$ cat src/rtl/bram_sched_pkg.sv
// bram_sched_pkg
//   Shared definitions for the BRAM frame-source sequencer:
//   - sched_state_t : sequencer state encoding (6 states)
//   - DEF_*         : default parameter values used by the top and watchdog
//   - is_quiescent  : true for the states in which a new sequence may be started
package bram_sched_pkg;

  localparam int DEF_CNT_W       = 16;
  localparam int DEF_TIMEOUT_CYC = 4096;
  localparam int DEF_EXP_WORDS   = 1024;

  typedef enum logic [2:0] {
    ST_IDLE     = 3'd0,
    ST_START    = 3'd1,
    ST_WAIT_EOF = 3'd2,
    ST_GAP      = 3'd3,
    ST_DONE     = 3'd4,
    ST_ERR      = 3'd5
  } sched_state_t;

  // States that accept go and report busy=0.
  function automatic logic is_quiescent(input sched_state_t s);
    return (s == ST_IDLE) || (s == ST_DONE) || (s == ST_ERR);
  endfunction

endpackage

$ cat src/rtl/sched_watchdog.sv
// sched_watchdog
//   Counts cycles without an AXIS handshake while enabled and flags expiry.
//   Ports:
//     clk     in  system clock
//     areset  in  synchronous reset, active-high
//     clear   in  zero the counter (new frame starting)
//     kick    in  handshake seen this cycle; zeroes the counter when enabled
//     enable  in  count only while a frame is outstanding
//     expired out high in the cycle whose clock edge brings the count to
//                 TIMEOUT_CYC-1 with no handshake
import bram_sched_pkg::*;

module sched_watchdog #(
  parameter int TIMEOUT_CYC = DEF_TIMEOUT_CYC
) (
  input  logic clk,
  input  logic areset,
  input  logic clear,
  input  logic kick,
  input  logic enable,
  output logic expired
);

  localparam int            CW      = $clog2(TIMEOUT_CYC);
  localparam logic [CW-1:0] ONE     = CW'(1);
  // Expiry is flagged one count early so the consumer's registered error
  // lands on the same edge at which the count reaches TIMEOUT_CYC-1.
  localparam logic [CW-1:0] PRE_LIM = CW'(TIMEOUT_CYC - 2);
  localparam logic [CW-1:0] MAX_CNT = CW'(TIMEOUT_CYC - 1);

  logic [CW-1:0] r_count;

  always_ff @(posedge clk) begin
    if (areset || clear) begin
      r_count <= '0;
    end else if (enable) begin
      if (kick) begin
        r_count <= '0;
      end else if (r_count != MAX_CNT) begin
        r_count <= r_count + ONE;
      end
    end
  end

  assign expired = enable && !kick && (r_count == PRE_LIM);

endmodule

$ cat src/rtl/bram_src_frame_sched.sv
// bram_src_frame_sched
//   Sequencer for the BRAM-backed AXI-Stream frame source (AUTO_REARM=0).
//   Issues one-cycle start pulses, snoops the AXIS handshake for end of frame,
//   enforces an inter-frame gap, counts frames and runs a stall watchdog.
//   Optional build macro: BRAM_SCHED_BEAT_CHECK_EN adds a per-frame beat
//   counter compared against EXP_WORDS (sticky len_err); without it len_err=0.
//   Ports:
//     clk, areset           clock / synchronous active-high reset
//     go, abort             1-cycle control pulses
//     cfg_frames, cfg_gap   frames per sequence (0 = until abort), gap cycles
//     src_start             1-cycle start pulse to the frame source
//     mon_tvalid/tready/tlast  snooped AXIS master handshake
//     busy, done            sequence activity / completion pulse
//     err_timeout, len_err  sticky error flags
//     frames_sent           frames completed in the current sequence
import bram_sched_pkg::*;

module bram_src_frame_sched #(
  parameter int CNT_W       = DEF_CNT_W,
  parameter int TIMEOUT_CYC = DEF_TIMEOUT_CYC,
  parameter int EXP_WORDS   = DEF_EXP_WORDS
) (
  input  logic             clk,
  input  logic             areset,
  input  logic             go,
  input  logic             abort,
  input  logic [CNT_W-1:0] cfg_frames,
  input  logic [CNT_W-1:0] cfg_gap,
  output logic             src_start,
  input  logic             mon_tvalid,
  input  logic             mon_tready,
  input  logic             mon_tlast,
  output logic             busy,
  output logic             done,
  output logic             err_timeout,
  output logic [CNT_W-1:0] frames_sent,
  output logic             len_err
);

  localparam logic [CNT_W-1:0] ONE = CNT_W'(1);

  if (TIMEOUT_CYC < 2 || EXP_WORDS < 1) begin : g_bad_params
    $error("bram_src_frame_sched: TIMEOUT_CYC must be >= 2 and EXP_WORDS >= 1");
  end

  sched_state_t     r_state;
  sched_state_t     w_state_next;
  logic [CNT_W-1:0] r_frames_shadow;
  logic [CNT_W-1:0] r_gap_shadow;
  logic [CNT_W-1:0] r_gap_cnt;
  logic [CNT_W-1:0] r_frames_sent;
  logic             r_abort_pend;
  logic             r_src_start;
  logic             r_busy;
  logic             r_done;
  logic             r_err_timeout;

  logic             w_hs;
  logic             w_eof;
  logic             w_wd_expired;
  logic             w_abort_any;
  logic             w_last_frame;
  logic             w_in_wait;
  logic             w_go_ok;
  logic [CNT_W-1:0] w_frames_inc;

  assign w_hs        = mon_tvalid && mon_tready;
  assign w_eof       = w_hs && mon_tlast;
  assign w_in_wait   = (r_state == ST_WAIT_EOF);
  assign w_go_ok     = is_quiescent(r_state) && go;
  // An abort arriving in the same cycle as the decision point counts too.
  assign w_abort_any = abort || r_abort_pend;
  // Saturating frame count so a free-running sequence never wraps to 0.
  assign w_frames_inc = (r_frames_sent == {CNT_W{1'b1}}) ? r_frames_sent
                                                         : r_frames_sent + ONE;
  assign w_last_frame = (r_frames_shadow != '0) && (w_frames_inc == r_frames_shadow);

  sched_watchdog #(
    .TIMEOUT_CYC (TIMEOUT_CYC)
  ) u_watchdog (
    .clk     (clk),
    .areset  (areset),
    .clear   (r_state == ST_START),
    .kick    (w_hs),
    .enable  (w_in_wait),
    .expired (w_wd_expired)
  );

  always_comb begin
    w_state_next = r_state;
    case (r_state)
      ST_IDLE, ST_DONE, ST_ERR: begin
        if (go) w_state_next = ST_START;
      end
      ST_START: begin
        w_state_next = w_abort_any ? ST_DONE : ST_WAIT_EOF;
      end
      ST_WAIT_EOF: begin
        // eof has priority over a coinciding watchdog expiry.
        if (w_eof) begin
          if (w_abort_any || w_last_frame) w_state_next = ST_DONE;
          else if (r_gap_shadow == '0)     w_state_next = ST_START;
          else                             w_state_next = ST_GAP;
        end else if (w_wd_expired) begin
          w_state_next = ST_ERR;
        end
      end
      ST_GAP: begin
        if (w_abort_any)                             w_state_next = ST_DONE;
        else if (r_gap_cnt == (r_gap_shadow - ONE))  w_state_next = ST_START;
      end
      default: w_state_next = ST_IDLE;
    endcase
  end

  always_ff @(posedge clk) begin
    if (areset) begin
      r_state         <= ST_IDLE;
      r_frames_shadow <= '0;
      r_gap_shadow    <= '0;
      r_gap_cnt       <= '0;
      r_frames_sent   <= '0;
      r_abort_pend    <= 1'b0;
      r_src_start     <= 1'b0;
      r_busy          <= 1'b0;
      r_done          <= 1'b0;
      r_err_timeout   <= 1'b0;
    end else begin
      r_state     <= w_state_next;
      r_src_start <= (w_state_next == ST_START);
      r_busy      <= !is_quiescent(w_state_next);
      r_done      <= (w_state_next == ST_DONE) && (r_state != ST_DONE);

      if (w_go_ok) begin
        r_frames_shadow <= cfg_frames;
        r_gap_shadow    <= cfg_gap;
        r_frames_sent   <= '0;
        r_err_timeout   <= 1'b0;
        r_abort_pend    <= 1'b0;
      end else if (!is_quiescent(r_state) && abort) begin
        r_abort_pend <= 1'b1;
      end

      if (w_in_wait && w_eof) begin
        r_frames_sent <= w_frames_inc;
      end
      if (w_in_wait && !w_eof && w_wd_expired) begin
        r_err_timeout <= 1'b1;
      end

      if (r_state == ST_GAP) r_gap_cnt <= r_gap_cnt + ONE;
      else                   r_gap_cnt <= '0;
    end
  end

`ifdef BRAM_SCHED_BEAT_CHECK_EN
  logic [CNT_W-1:0] r_beat_cnt;
  logic             r_len_err;
  logic [CNT_W-1:0] w_beat_total;

  // Count including the beat being handshaken now (the tlast beat on eof).
  assign w_beat_total = r_beat_cnt + ONE;

  always_ff @(posedge clk) begin
    if (areset) begin
      r_beat_cnt <= '0;
      r_len_err  <= 1'b0;
    end else begin
      if (r_state == ST_START)   r_beat_cnt <= '0;
      else if (w_in_wait && w_hs) r_beat_cnt <= w_beat_total;

      if (w_go_ok) begin
        r_len_err <= 1'b0;
      end else if (w_in_wait && w_eof && (w_beat_total != CNT_W'(EXP_WORDS))) begin
        r_len_err <= 1'b1;
      end
    end
  end

  assign len_err = r_len_err;
`else
  assign len_err = 1'b0;
`endif

  assign src_start   = r_src_start;
  assign busy        = r_busy;
  assign done        = r_done;
  assign err_timeout = r_err_timeout;
  assign frames_sent = r_frames_sent;

endmodule

$ cat config.mk
export PLATFORM = sky130hd
export DESIGN_NAME = bram_src_frame_sched
export DESIGN_NICKNAME = d
export VERILOG_FILES = /design/src/rtl/bram_sched_pkg.sv /design/src/rtl/sched_watchdog.sv /design/src/rtl/bram_src_frame_sched.sv
export SDC_FILE = /design/constraint.sdc
export NUM_CORES = 1
export LEC_CHECK = 0
export ABC_AREA = 1
export CORE_ASPECT_RATIO = 2
export CORE_UTILIZATION = 33
export CTS_CLUSTER_SIZE = 12
export DETAILED_ROUTE_END_ITERATION = 8
export SLEW_MARGIN = 5
export SYNTH_ARGS = -nofsm -noshare
export SYNTH_HDL_FRONTEND = slang
export SYNTH_SLANG_ARGS = --single-unit
$ cat constraint.sdc
create_clock -name clk -period 2 [get_ports clk]
set_input_delay 0.6 -clock clk [delete_from_list [all_inputs] [get_ports clk]]
set_output_delay 0.6 -clock clk [all_outputs]
set_load 0.02 [all_outputs]
==> reports/qor.txt, run 1 <==
status = finished with violations
failing checks = negative setup slack
most common cell after layout, fill and taps aside = nand2_1
max-cap viol count = 0
Startpoint Class = flop
Max Clock Freq = 452 MHz
I/O Buffers = 58
Final nets = 924
vias in the first global route = 5130
ranking of synthesized cells by area = dfxtp_1, nand2_1, inv_1
Distinct cells, synth = 32
htree depth = 3
post-detailed-placement half-perimeter wirelength = 11300 um
clock sinks = 84
initial antenna violation count = 0
Finished Layout Cells = 1040
R2R setup slack = -0.21 ns
Final Util = 51.4%
R2R cell count = 20
placer congestion estimate = 0.882
proportion of layout cells with a drive suffix above 1 = 26.3%
Die W = 85.5 um
period utilisation layout = 111%
antenna cells = 0
vias per inst = 4.91
clock period minus worst slack = 2.21 ns
drt wl/cell = 13.7 um
post-route ant nets = 0
gate count of the mapped netlist = 697
hold depth = 1
yosys warns = 0
row count = 60
worst setup margin = -0.213 ns
RSZ-0062 raised after global routing = true
Core ar. = 0.0135 sq mm
Design Power = 4330 uW
clock skew = 0.00629 ns
total track usage = 20.6%
worst-path maximum fanout = 4
CTS root buf = clkbuf_16
Final Hold Vio Count = 0
r2r endpoint = src_start
Area growth syn-to-layout = 50.7%
final instance area = 0.00694 sq mm
Setup CP Type = reg -> reg
worst vdd ir = 0.000472 V
total grt overflow = 0
Starting Density = 34.1%
P_leak = 0.00315 uW
via count = 5104
area of the mapped netlist = 0.00460 sq mm
sequential area share after synthesis = 36.5%
die area = 0.0145 sq mm
dpl ws = -0.347 ns
Die H = 169 um
Longest Clk Path Bufs = 2
Post-Place Cells = 1017
Worst Hold End = u_watchdog.r_count[11]
post-synth top area cell = dfxtp_1
Routed WL = 14300 um
Pre-antenna DRT Iters = 4
CTS tree = built
TritonCTS buffer count = 9
Worst-Skew Late Latency = 0.34 ns
pin count of the biggest net entering global routing = 36
fillcell total = 1345
number of DRC markers in iteration 0 = 130
worst reg2reg path startpoint = frames_sent[1]
total placed instance area = 0.00631 sq mm
share of Yosys cell area claimed by the top area cell type = 36.5%
FF+latch count, synth = 84
CP Data Required Time = 2.28 ns
most frequent cells in the layout = nand2_1, buf_4, inv_1
first-pass GRT wire length = 22900 um
arrival time worst endpoint = 2.49 ns
Pins Over Slew Limit = 0
mean post-synth cell area = 6.61 sq um
Cell Pwr Density = 625 mW/mm^2
Reg clk slew, reported paths = 0.06 ns
Hold Startpoint = u_watchdog.r_count[11]
I/O pin count = 60
syn_nets = 741
Setup-failing EPs final = 6
crit path capture type = flop
# DRC = 0
Hold Path Class = reg -> reg
-- through the flow --
stage / TNS (ns) / hold WS, ns
2_1_floorplan: -0.126 / 0.422
3_3_place_gp: -7.55 / 0.437
3_5_place_dp: -8.76 / 0.445
4_1_cts: -0.803 / 0.457
5_1_grt: -1.85 / 0.490
6_report: -0.903 / 0.460
-- timing repair --
action / CTS / global route
setup buffers: 3 / 4
hold buffers: 0 / 0
endpoints found under the setup margin: 20 / 24
gates resized for setup: 45 / 47
pin swaps: 14 / 22
-- worst max-delay path, cell delays in order, from the launching register on --
cell	delay, ns
dfxtp_4	0.36
ha_4	0.15
nand2_2	0.06
nor2_4	0.13
nand2_4	0.08
nor2_2	0.11
buf_6	0.12
nand2_2	0.07
nand3_2	0.09
nand2_1	0.06
nand2_2	0.08
inv_1	0.05
nand3_1	0.09
nor2_1	0.05
nand2_1	0.07
nand2_1	0.06
nand2_2	0.09
nand2_2	0.07
a21oi_2	0.14
nand2_1	0.09
nor2_1	0.12
-- worst max-delay path by stage --
stage	to	from
floorplan	busy	frames_sent[1]
global placement	src_start	frames_sent[1]
detailed placement	busy	mon_tvalid
CTS	src_start	frames_sent[1]
global route	done	frames_sent[1]
finish	src_start	frames_sent[1]
-- kinds of logic (layout without fill, tap and decap cells) --
logic type / count (synthesis) / after routing / share of synthesized area [%]
buffers and inverters: 114 / 302 / 9.73
and+or+nand+nor: 328 / 328 / 31.0
xor gates and xnor gates: 33 / 33 / 6.28
other: 1 / 1 / 0.0814
adders and majority gates: 5 / 5 / 1.36
DFF: 84 / 84 / 36.5
AOI/OAI and AO/OA: 132 / 132 / 15.0
-- synthesized netlist by cell type (all sizes together) --
cell	number
a21oi	67
a32oi	1
nand3	45
nor4	8
clkbuf	13
xor2	23
inv	98
o21ai	56
a31oi	1
nand2	166
a21boi	1
nor2	79
conb	1
nor3b	2
nand4	13
o21a	3
xnor2	10
buf	3
a211oi	3
dfxtp	84
nor3	15
ha	5
-- cell type report --
cell class                      instances  area (sq um)  area share, %
Multi-Input combinational cell        499          2750           39.6
Sequential cell                        84          1710           24.7
Timing Repair Buffer                  188          1610           23.2
Inverter                               98           373           5.37
Clock buffer                           10           229           3.30
Tap cell                              155           194           2.79
Clock inverter                          6          72.6           1.05
-- state kept, by name (all words and copies together) (netlist names), 3 cells and up --
name and count:
r_gap_cnt 16, u_watchdog.r_count 12, frames_sent 16, r_frames_shadow 16, r_state 3, r_gap_shadow 16
-- layer usage --
layer	global-route usage, %	up-vias	share of wire [%]
li1	-	2617	-
met1	17.1	2331	33
met2	42.2	101	58
met3	2.63	55	2.5
met4	14.8	0	6.5
met5	0	-	0
-- where the power goes --
part,internal [uW],switching [uW]
clock network,979,707
logic,392,437
registers,1750,65.8
Note: power is estimated with default switching activity, not from simulation.
==> run 2: changes to the inputs <==
- ABC_AREA: 1 -> default
- CAP_MARGIN: default -> 15
==> reports/qor.txt, run 2 <==
setup_tns = -3.49 ns
crit path capture type = flop
via count = 5400
Post-synth EDFFs = 0
CTS root buf = clkbuf_16
Hold WS = 0.471 ns
Die H = 176 um
row count = 63
max-cap viol count = 0
Final Util = 49.4%
Reg clk slew, reported paths = 0.07 ns
placer congestion estimate = 0.978
area of the mapped netlist = 0.00498 sq mm
synth cell count leaders = nand2_1, dfxtp_1, a21oi_1, nor2_1
# DRC = 0
Routed WL = 17200 um
critical-path cell list = inv_1, ha_2, o21bai_1, a31oi_1, a211o_1, a2111o_1, a2111o_1, a211oi_2, o31a_1, nor4b_4
most frequent cells in the layout = buf_4, nand2_1, a21oi_1
Worst-Skew Late Latency = 0.35 ns
Final nets = 866
ranking of synthesized cells by area = dfxtp_1, a21oi_1, nand2_1
I/O Buffers = 58
Distinct cells, synth = 71
vias in the first global route = 5478
antenna cells = 0
period utilisation layout = 134%
status = finished with violations
number of DRC markers in iteration 0 = 188
mean post-synth cell area = 7.92 sq um
vias per inst = 5.28
top_reg_cell synth = dfxtp_1
total track usage = 23.1%
post-route ant nets = 0
RSZ-0062 raised after global routing = true
failing checks = negative setup slack
Setup-failing EPs final = 6
sequential area share after synthesis = 33.8%
Pre-antenna DRT Iters = 4
clock skew = 0.00968 ns
Pins Over Slew Limit = 0
initial antenna violation count = 0
post-detailed-placement half-perimeter wirelength = 13600 um
worst-path maximum fanout = 5
Setup CP Type = reg -> reg
TritonCTS buffer count = 9
Starting Density = 33.6%
syn_nets = 673
Async S/R FF share, synth = 0%
Top cell by count, worst path = a2111o_1
most common cell after layout, fill and taps aside = buf_4
yosys warns = 0
Design Power = 4670 uW
slowest cell delay on critical path = 0.43 ns
Area growth syn-to-layout = 47.0%
worst setup margin = -0.682 ns
clock sinks = 84
count leader, synth = nand2_1
I/O pin count = 60
proportion of layout cells with a drive suffix above 1 = 28.7%
CP Data Required Time = 2.26 ns
first-pass GRT wire length = 27000 um
die area = 0.0156 sq mm
total grt overflow = 0
R2R cell count = 10
post-synth top area cell = dfxtp_1
Startpoint Class = flop
arrival time worst endpoint = 2.95 ns
FF+latch count, synth = 84
clock period minus worst slack = 2.68 ns
gate count of the mapped netlist = 629
hold depth = 2
drt wl/cell = 16.8 um
share of Yosys cell area claimed by the top area cell type = 33.8%
Die W = 88.9 um
htree depth = 3
CTS tree = built
Longest Clk Path Bufs = 2
Max Clock Freq = 373 MHz
P_leak = 0.00298 uW
Core ar. = 0.0148 sq mm
worst vdd ir = 0.000380 V
pin count of the biggest net entering global routing = 41
Hold Path Class = reg -> reg
CP max stage cell = a2111o_1
Cell Pwr Density = 637 mW/mm^2
Final Hold Vio Count = 0
[run 2: cell count changes in the layout (fill, tap and decap cells not counted), moves of 14 or more]
cell / change
inv_1: -86
nand2_1: -53
buf_4: +37
o21ai_0: -23
nand3_1: -22
nand2_2: -21
xnor2_1: +14
[run 2: stage by stage]
stage	instances	worst slack, ns	instance area [sq um]
2_1_floorplan	629	-0.589	5050
3_3_place_gp	999	-0.586	6860
3_5_place_dp	999	-0.686	6860
4_1_cts	1017	-0.674	7210
5_1_grt	1022	-0.803	7320
6_report	1022	-0.682	7320
[run 2: power by group]
part | internal [uW] | switching, uW
Sequential | 1740 | 68.8
Clock | 1000 | 791
Combinational | 529 | 532
Total | 3270 | 1390
[run 2: area by class of cell]
class,instances,area (sq um)
multi-input combinational,497,3190
inverter,9,33.8
clock buffer,9,225
sequential,84,1720
tap,195,244
fill,1511,7500
clock inverter,7,91.3
timing repair buffer,221,1820
[run 2: per-layer routing]
layer / track usage [%] / routed length, um
met1: 20.2 / 5680
met2: 45.4 / 9940
met3: 2.77 / 357
met4: 16.7 / 1230
met5: 0 / 0
[run 2: worst paths after layout]
path | from | to | slack, ns
worst max register to register | r_gap_shadow[1] | src_start | -0.68
worst max-delay path | r_gap_shadow[1] | src_start | -0.68
worst min-delay path | r_abort_pend | r_abort_pend | 0.47
worst min register to register | r_abort_pend | r_abort_pend | 0.47
[run 2: cells by family (layout without fill, tap and decap cells)]
| logic type | count (synthesis) | in the layout | share of synthesized area, % |
|---|---|---|---|
| AO/OA/AOI/OAI | 152 | 152 | 19.3 |
| XOR/XNOR | 52 | 52 | 9.42 |
| adder cells (fa/ha/maj) | 5 | 5 | 1.26 |
| buffers and inverters | 48 | 246 | 4.37 |
| flip-flops | 84 | 84 | 33.8 |
| multiplexers | 6 | 6 | 1.23 |
| other | 1 | 1 | 0.0753 |
| AND/OR/NAND/NOR | 281 | 281 | 30.6 |
[run 2: timing repair]
| action | 4_1_cts | 5_1_grt |
|---|---|---|
| pin swaps | 7 | 11 |
| resized for setup | 29 | 17 |
| setup buffers | 3 | 5 |
| hold buffers | 0 | 0 |
| endpoints found under the setup margin | 32 | 24 |
[run 2: worst max-delay path: cells and delay by family, from the launching register on]
family	cells	cell delay (ns)
buf+inv	1	0.05
flops	1	0.34
fa+ha+maj	1	0.20
simple gates	1	0.22
compound gates	7	1.78
==> run 3: changes to the inputs <==
- CTS_CLUSTER_SIZE: 12 -> 14
==> results of run 3 <==
Final layout, timing and power as in run 2 (identical DEF).
